## config.mk

```make
export PLATFORM = sky130hd
export DESIGN_NAME = cory_drop
export DESIGN_NICKNAME = d
export VERILOG_FILES = /design/src/rtl/cory_drop.sv
export SDC_FILE = /design/constraint.sdc
export NUM_CORES = 1
export LEC_CHECK = 0
export ABC_AREA = 1
export ABC_CLOCK_PERIOD_IN_PS = 1600
export CAP_MARGIN = 30
export CORE_ASPECT_RATIO = 0.7
export CORE_MARGIN = 2
export CORE_UTILIZATION = 46
export DETAILED_ROUTE_END_ITERATION = 6
export HOLD_SLACK_MARGIN = 0.08
export PLACE_DENSITY = 0.76
export SYNTH_ARGS = -nofsm -noshare
export SYNTH_HDL_FRONTEND = slang
export SYNTH_SLANG_ARGS = --single-unit
```

## constraint.sdc

```tcl
create_clock -name clk -period 1.6 [get_ports clk]
set_input_delay 0.16 -clock clk [delete_from_list [all_inputs] [get_ports clk]]
set_output_delay 0.16 -clock clk [all_outputs]
set_load 0.005 [all_outputs]
```

## src/rtl/cory_drop.sv

```systemverilog
// Packet-aware drop filter: the head beat decides pass or drop for the whole packet.
// Passed beats go through a 2-entry output FIFO; dropped packets are counted.
module cory_drop #(
  parameter int unsigned N = 8,
  parameter int unsigned C = 16
) (
  input  logic         clk,
  input  logic         reset,
  input  logic         i_a_v,
  input  logic [N-1:0] i_a_d,
  input  logic         i_a_last,
  output logic         o_a_r,
  input  logic         i_a_en,
  output logic         o_z_v,
  output logic [N-1:0] o_z_d,
  output logic         o_z_last,
  input  logic         i_z_r,
  input  logic         i_cnt_clr,
  output logic [C-1:0] o_drop_cnt,
  output logic         o_dropping
);

  typedef enum logic [1:0] {StHead, StPass, StDrop} state_e;

  state_e       state_q, state_d;
  logic [N:0]   mem_q [2];
  logic         rd_ptr_q, wr_ptr_q;
  logic [1:0]   occ_q, occ_d;
  logic [C-1:0] cnt_q, cnt_d;

  logic full, empty, drop_beat, a_xfer, z_xfer, push, drop_inc;

  assign full  = (occ_q == 2'd2);
  assign empty = (occ_q == 2'd0);

  // A beat that will be discarded never needs FIFO space, so it is always accepted.
  assign drop_beat = (state_q == StDrop) || ((state_q == StHead) && i_a_v && !i_a_en);
  assign o_a_r     = !reset && (drop_beat || !full);
  assign a_xfer    = i_a_v && o_a_r;
  assign z_xfer    = o_z_v && i_z_r;
  assign push      = a_xfer && !drop_beat;
  assign drop_inc  = a_xfer && (state_q == StHead) && !i_a_en;

  assign o_z_v      = !empty;
  assign o_z_d      = empty ? '0 : mem_q[rd_ptr_q][N-1:0];
  assign o_z_last   = empty ? 1'b0 : mem_q[rd_ptr_q][N];
  assign o_drop_cnt = cnt_q;
  assign o_dropping = (state_q == StDrop);

  always_comb begin
    state_d = state_q;
    if (a_xfer) begin
      unique case (state_q)
        StHead: begin
          if (!i_a_last) state_d = i_a_en ? StPass : StDrop;
        end
        StPass, StDrop: begin
          if (i_a_last) state_d = StHead;
        end
        default: state_d = StHead;
      endcase
    end
  end

  always_comb begin
    occ_d = occ_q;
    unique case ({push, z_xfer})
      2'b10:   occ_d = occ_q + 2'd1;
      2'b01:   occ_d = occ_q - 2'd1;
      default: occ_d = occ_q;
    endcase
  end

  // Clear wins over the old value, but an increment in the same cycle still counts.
  always_comb begin
    cnt_d = cnt_q;
    if (i_cnt_clr) begin
      cnt_d = drop_inc ? {{(C-1){1'b0}}, 1'b1} : '0;
    end else if (drop_inc && (cnt_q != {C{1'b1}})) begin
      cnt_d = cnt_q + 1'b1;
    end
  end

  always_ff @(posedge clk) begin
    if (reset) begin
      state_q  <= StHead;
      occ_q    <= 2'd0;
      rd_ptr_q <= 1'b0;
      wr_ptr_q <= 1'b0;
      cnt_q    <= '0;
      for (int i = 0; i < 2; i++) mem_q[i] <= '0;
    end else begin
      state_q <= state_d;
      occ_q   <= occ_d;
      cnt_q   <= cnt_d;
      if (push) begin
        mem_q[wr_ptr_q] <= {i_a_last, i_a_d};
        wr_ptr_q        <= !wr_ptr_q;
      end
      if (z_xfer) rd_ptr_q <= !rd_ptr_q;
    end
  end

endmodule

```

# Yosys cells after proc, flatten, opt, wreduce, memory -nomap -nowiden

Memory sizes are Yosys's and may differ from the RTL's. A register that Yosys moved wholly into a read port is not among the register bits.
Index checks and enable logic that the tools add are counted.

Bits in latches: 0
Bits of input ports: 15
Logic and storage cells: 62
Bits in registers: 22
ROM bits: 0
Memory bits (writable): 18
Memories kept: 1

Memories:

| memory | depth | bits a word | rd ports | clocked after Yosys merged registers in | wr ports | line | source |
|---|---|---|---|---|---|---|---|
| mem_q  | 2     | 9           | 1        | 1                                       | 2        | 26   | `logic [N:0] mem_q [2];` |

Equality and inequality tests: 8
Reduce and logical (&&, ||, !) cells: 25
Mux-type cells: 20
Shifts and indexed selects: 0
Bitwise operators: 0
Divide/modulo/power cells: 0
Add/sub/neg operators: 3
Magnitude comparators: 0
Multipliers: 0

Operators with widths:

| operator                | count |
|---|---|
| $mux W16                | 2 |
| $add A16 B1 Y16 const B | 1 |
| $ne A16 B16 Y1 const B  | 1 |
| $mux W1                 | 11 |
| $logic_and A1 B1 Y1     | 9 |
| $mux W9                 | 1 |
| $reduce_or A9 Y1        | 1 |
| $mux W8                 | 1 |
| $pmux W2 S2             | 2 |
| $logic_not A1 Y1        | 7 |
| $eq A2 B2 Y1 const B    | 3 |
| $mux W2                 | 3 |
| $eq A2 B1 Y1 const B    | 2 |
| $logic_not A2 Y1        | 2 |
| $ne A2 B2 Y1 const B    | 2 |
| $reduce_bool A2 Y1      | 2 |
| $reduce_and A3 Y1       | 1 |
| $add A2 B1 Y2 const B   | 1 |
| $logic_or A1 B1 Y1      | 2 |
| $reduce_or A2 Y1        | 1 |
| $sub A2 B1 Y2 const B   | 1 |

# Longest topological paths before layout

Word-level depth: 13
Mapped depth: 12
Mapped depth without buffers: 12

# Least setup slack after synthesis

Ideal clock, no wire load.

Path kind: register to register
Start point: reg state_q[1]
End point: mem mem_q[0][0] (netlist name), enable pin
Library setup time: 334 ps
Required time: 1,266 ps
Stages on the path, launching flop included: 10
Period minus slack after synthesis: 1,734 ps
Buffers on the path: 0
Arrival: 1,400 ps
Path slack: -134 ps
Cell sequence: dfxtp_1 -> inv_1 -> ha_1 -> nand2_1 -> nor2_2 -> nor2_1 -> nand4_2 -> inv_1 -> nand2_2 -> nand2_1

RTL lines:

| item                   | line | source |
|---|---|---|
| start, declared        | 25   | `state_e state_q, state_d;` |
| start signal, assigned | 86   | `state_q <= StHead;` |
| start signal, assigned | 93   | `state_q <= state_d;` |
| end, declared          | 26   |  |

# Final worst setup path

Start point: reg state_q[0]
End point: reg occ_q[0]

Cells in the longest elaborated chain, start to end: 10

RTL lines:

| item                                                     | line | source |
|---|---|---|
| $logic_not A2 Y1                                         | 37   | `assign drop_beat = (state_q == StDrop) \|\| ((state_q == StHead) && i_a_v && !i_a_en);` |
| $logic_and A1 B1 Y1 (2 in series)                        | 37   |  |
| $logic_or A1 B1 Y1 *                                     | 37   |  |
| $logic_or A1 B1 Y1                                       | 38   | `assign o_a_r = !reset && (drop_beat \|\| !full);` |
| $logic_and A1 B1 Y1                                      | 38   |  |
| $logic_and A1 B1 Y1                                      | 39   | `assign a_xfer = i_a_v && o_a_r;` |
| $logic_and A1 B1 Y1 *                                    | 41   | `assign push = a_xfer && !drop_beat;` |
| $eq A2 B1 Y1 / $eq A2 B2 Y1 (equally long branches)      | 67   | `unique case ({push, z_xfer})` |
| $pmux W2 S2 / $reduce_bool A2 Y1 (equally long branches) | -    |  |
| end signal, assigned                                     | 87   | `occ_q <= 2'd0;` |
| end signal, assigned                                     | 94   | `occ_q <= occ_d;` |
| end, declared                                            | 28   | `logic [1:0] occ_q, occ_d;` |

Mark *: on every way between the ends. The rest lies on a longest branch, timed or not.
A chain may end at the register's enable or synchronous reset.

==> flow_summary.json <==
{
  "crit_path_start_kind": "register",
  "finalWorstSetupSlack_ns": -0.0373,
  "route.final.wire_length_microns": 4900,
  "overflow_after_grt": 0,
  "worst_setup_path_end_kind": "register",
  "synthAdderAreaFrac_pct": 2.37,
  "row_count": 20,
  "cts.path.max_buffers": 2,
  "yosysWarningCount": 0,
  "final_max_slew_viol_count": 0,
  "path_buf_inv": 3,
  "worst_ep_arrival_time_ns": 1.82,
  "power.static_leakage_nw": 1.29,
  "grtUsageTotal_pct": 20.3,
  "crit_path_max_incr_delay_ns": 0.34,
  "initial_core_util_pct": 48.3,
  "final_cell_mix": "sky130_fd_sc_hd__nand2_1 (65), sky130_fd_sc_hd__nor2_1 (39), sky130_fd_sc_hd__inv_1 (36)",
  "antenna_cells_inserted": 0,
  "synth-seq-cells": 41,
  "floorplan.die.width_microns": 85.1,
  "pin_count_of_the_biggest_net_entering_global_routing": 13,
  "final_util_pct": 68.6,
  "worst_clock_skew_ns": 0.0102,
  "worst_supply_voltage_drop_on_vdd_v": 0.000625,
  "layout-drive-gt1-share_pct": 23.8,
  "hold_path.class": "reg -> reg",
  "worstPathMaxFanout": 3,
  "critical-path-top-cell-by-count": "sky130_fd_sc_hd__ha_4",
  "route.vias.total": 1963,
  "count_of_fill_cells_added_during_filler_insertion": 351,
  "period_needed_ns": 1.64,
  "critical_path_cell_count": 11,
  "post_synthesis_mean_instance_area_sq_um": 7.61,
  "worst_path_max_delay_cell": "sky130_fd_sc_hd__dfxtp_2",
  "maxUsedRoutingLayer": "met4",
  "floorplan.io_pins": 43,
  "final_antenna_net_count": 0,
  "avgViaCountPerCell": 4.76,
  "cts_buffers": 5,
  "holdPathStages": 1,
  "reg2reg_depth": 11,
  "place_worst_setup_slack_ns": -0.198,
  "synth_top_family_by_area": "simple AND/OR/NAND/NOR gates",
  "ys_seq_area_share_pct": 47.3,
  "power.density_cell_area_nw_per_um2": 800,
  "routedLengthMet1_microns": 2370,
  "die-height_microns": 60.7,
  "finalSetupViolCount": 4,
  "grt_pass1_vias": 1825,
  "fp.dieArea_sq_um": 5170,
  "postSynth.topFlopCell": "sky130_fd_sc_hd__dfxtp_1",
  "initial_antenna_violation_count": 0,
  "cts_root_buffer": "sky130_fd_sc_hd__clkbuf_8",
  "clkTransAtPathRegs_ns": 0.08,
  "synth_simple_gate_area_share_pct": 32.3,
  "wl_met3_microns": 222,
  "drc": 0,
  "detailed_routed_wire_length_on_met2_microns": 2220,
  "power.total_mw": 2.40,
  "synth_edf_count": 18,
  "relSlewSlack_pct": 85.0,
  "synth-xor-area-share_pct": 0.828,
  "finalHoldViolations": 0,
  "timing.fmax_mhz": 611,
  "first_pass_grt_wire_length_microns": 8090,
  "postCtsHoldBufs": 0,
  "synthesis.area_sq_um": 2120,
  "htree_levels": 2,
  "flow.area_growth_from_synthesis_pct": 41.9,
  "path_class": "reg -> reg",
  "clk-insertion-delay-late_ns": 0.30,
  "synth-compound-area-share_pct": 8.16,
  "pre_antenna_drt_iters": 4,
  "max_cap_viol_count": 0,
  "gp_routability_congestion": 0.807,
  "tritoncts_clock_tree": "built",
  "post_synth_mux_area_share_pct": 0,
  "timing_worst_slew_pin_value_ns": 0.223,
  "io_buffer_count": 42,
  "outcome": "complete, but fails checks",
  "placeableCoreArea_sq_um": 4380,
  "synth-async-reset-ratio_pct": 0,
  "hpwl_microns": 3530,
  "cp_top_family": "adder cells",
  "layout.cells.most_common": "sky130_fd_sc_hd__nand2_1",
  "net_count_final": 375,
  "path_cells": "inv_4 -> ha_4 -> nand2_4 -> nor2_4 -> nor2_2 -> nand4_2 -> ha_4 -> inv_2 -> buf_4 -> o21ai_2 -> a21oi_2",
  "route.detailed.wl_per_inst_microns": 11.9,
  "count_of_unique_library_cells_instantiated_by_yosys": 26,
  "failing_checks": "negative setup slack",
  "cts_sinks": 41,
  "synthesis.instances": 278,
  "critPathRequiredTime_ns": 1.79,
  "synth.net_count": 297,
  "detailedRoute.firstIterationViolations": 114,
  "rsz_0062_raised_after_global_routing": "true",
  "final.period_utilization_pct": 102
}
==> per-stage QoR <==
step	hold WS [ns]	setup TNS, ns	cells	area (sq um)
3_5_place_dp	0.439	-5.04	400	2820
2_1_floorplan	0.229	-0.00986	278	2140
6_report	0.444	-0.0756	412	3000
4_1_cts	0.441	-0.0783	409	2910
5_1_grt	0.453	-2.23	412	3000
3_3_place_gp	0.437	-3.58	400	2820
==> cells by family (layout without fill, tap and decap cells) <==
family,Yosys count,count (layout)
adder cells (fa/ha/maj),4,4
XOR/XNOR,2,2
AO/OA/AOI/OAI,34,34
buffers and inverters,46,125
AND/OR/NAND/NOR,151,151
flip-flops,41,41
==> sequential cells by signal, summed over array words and instances (netlist names), named ones only <==
register,flops
occ_q,2
mem_q,18
wr_ptr_q,1
rd_ptr_q,1
state_q,2
o_drop_cnt,16
==> cells in the mapped netlist, drive strengths merged (2+ instances only) <==
cell type | number | share of area, %
nand2 | 76 | 15
nor2 | 51 | 11
inv | 41 | 7.3
a21oi | 23 | 5.4
dfxtp | 23 | 22
edfxtp | 18 | 26
nand3 | 15 | 3.5
o21ai | 10 | 2.4
nand4 | 7 | 2.4
ha | 4 | 2.4
buf | 2 | 1.1
clkbuf | 2 | 0.53
==> what timing repair did <==
action | CTS | global route
pin swaps | 7 | 4
resized for setup | 22 | 21
setup buffers | 1 | 3
setup endpoints to repair | 27 | 34
==> layout make-up <==
class	instances	area, sq um	share of cell area [%]
multi-input combinational	191	1010	33.6
sequential	41	1010	33.8
timing repair buffer	75	668	22.3
inverter	42	160	5.33
tap	55	68.8	2.29
clock inverter	1	5.00	0.167
clock buffer	7	76.3	2.54
==> power breakdown <==
part	leakage (nW)	switching [mW]	internal (mW)	total, mW
Sequential	0.379	0.0322	1.16	1.19
Combinational	0.872	0.273	0.268	0.542
Clock	0.0422	0.364	0.307	0.670
==> layer usage <==
metal / vias up / track usage, %
li1: 1038 / -
met1: 877 / 27.2
met2: 39 / 32.3
met3: 9 / 4.35
met4: 0 / 9.30
met5: - / 0
==> worst paths after layout <==
path | start | end | slack (ns)
worst min-delay path | rd_ptr_q$_SDFFE_PP0P_ | register | 0.44
worst max-delay path | state_q[0]$_SDFFE_PP0P_ | occ_q[0]$_SDFFE_PP0P_ | -0.04
worst max register to register | state_q[0]$_SDFFE_PP0P_ | occ_q[0]$_SDFFE_PP0P_ | -0.04
worst min register to register | rd_ptr_q$_SDFFE_PP0P_ | register | 0.44
No activity file was read; power rests on OpenSTA's default activity.
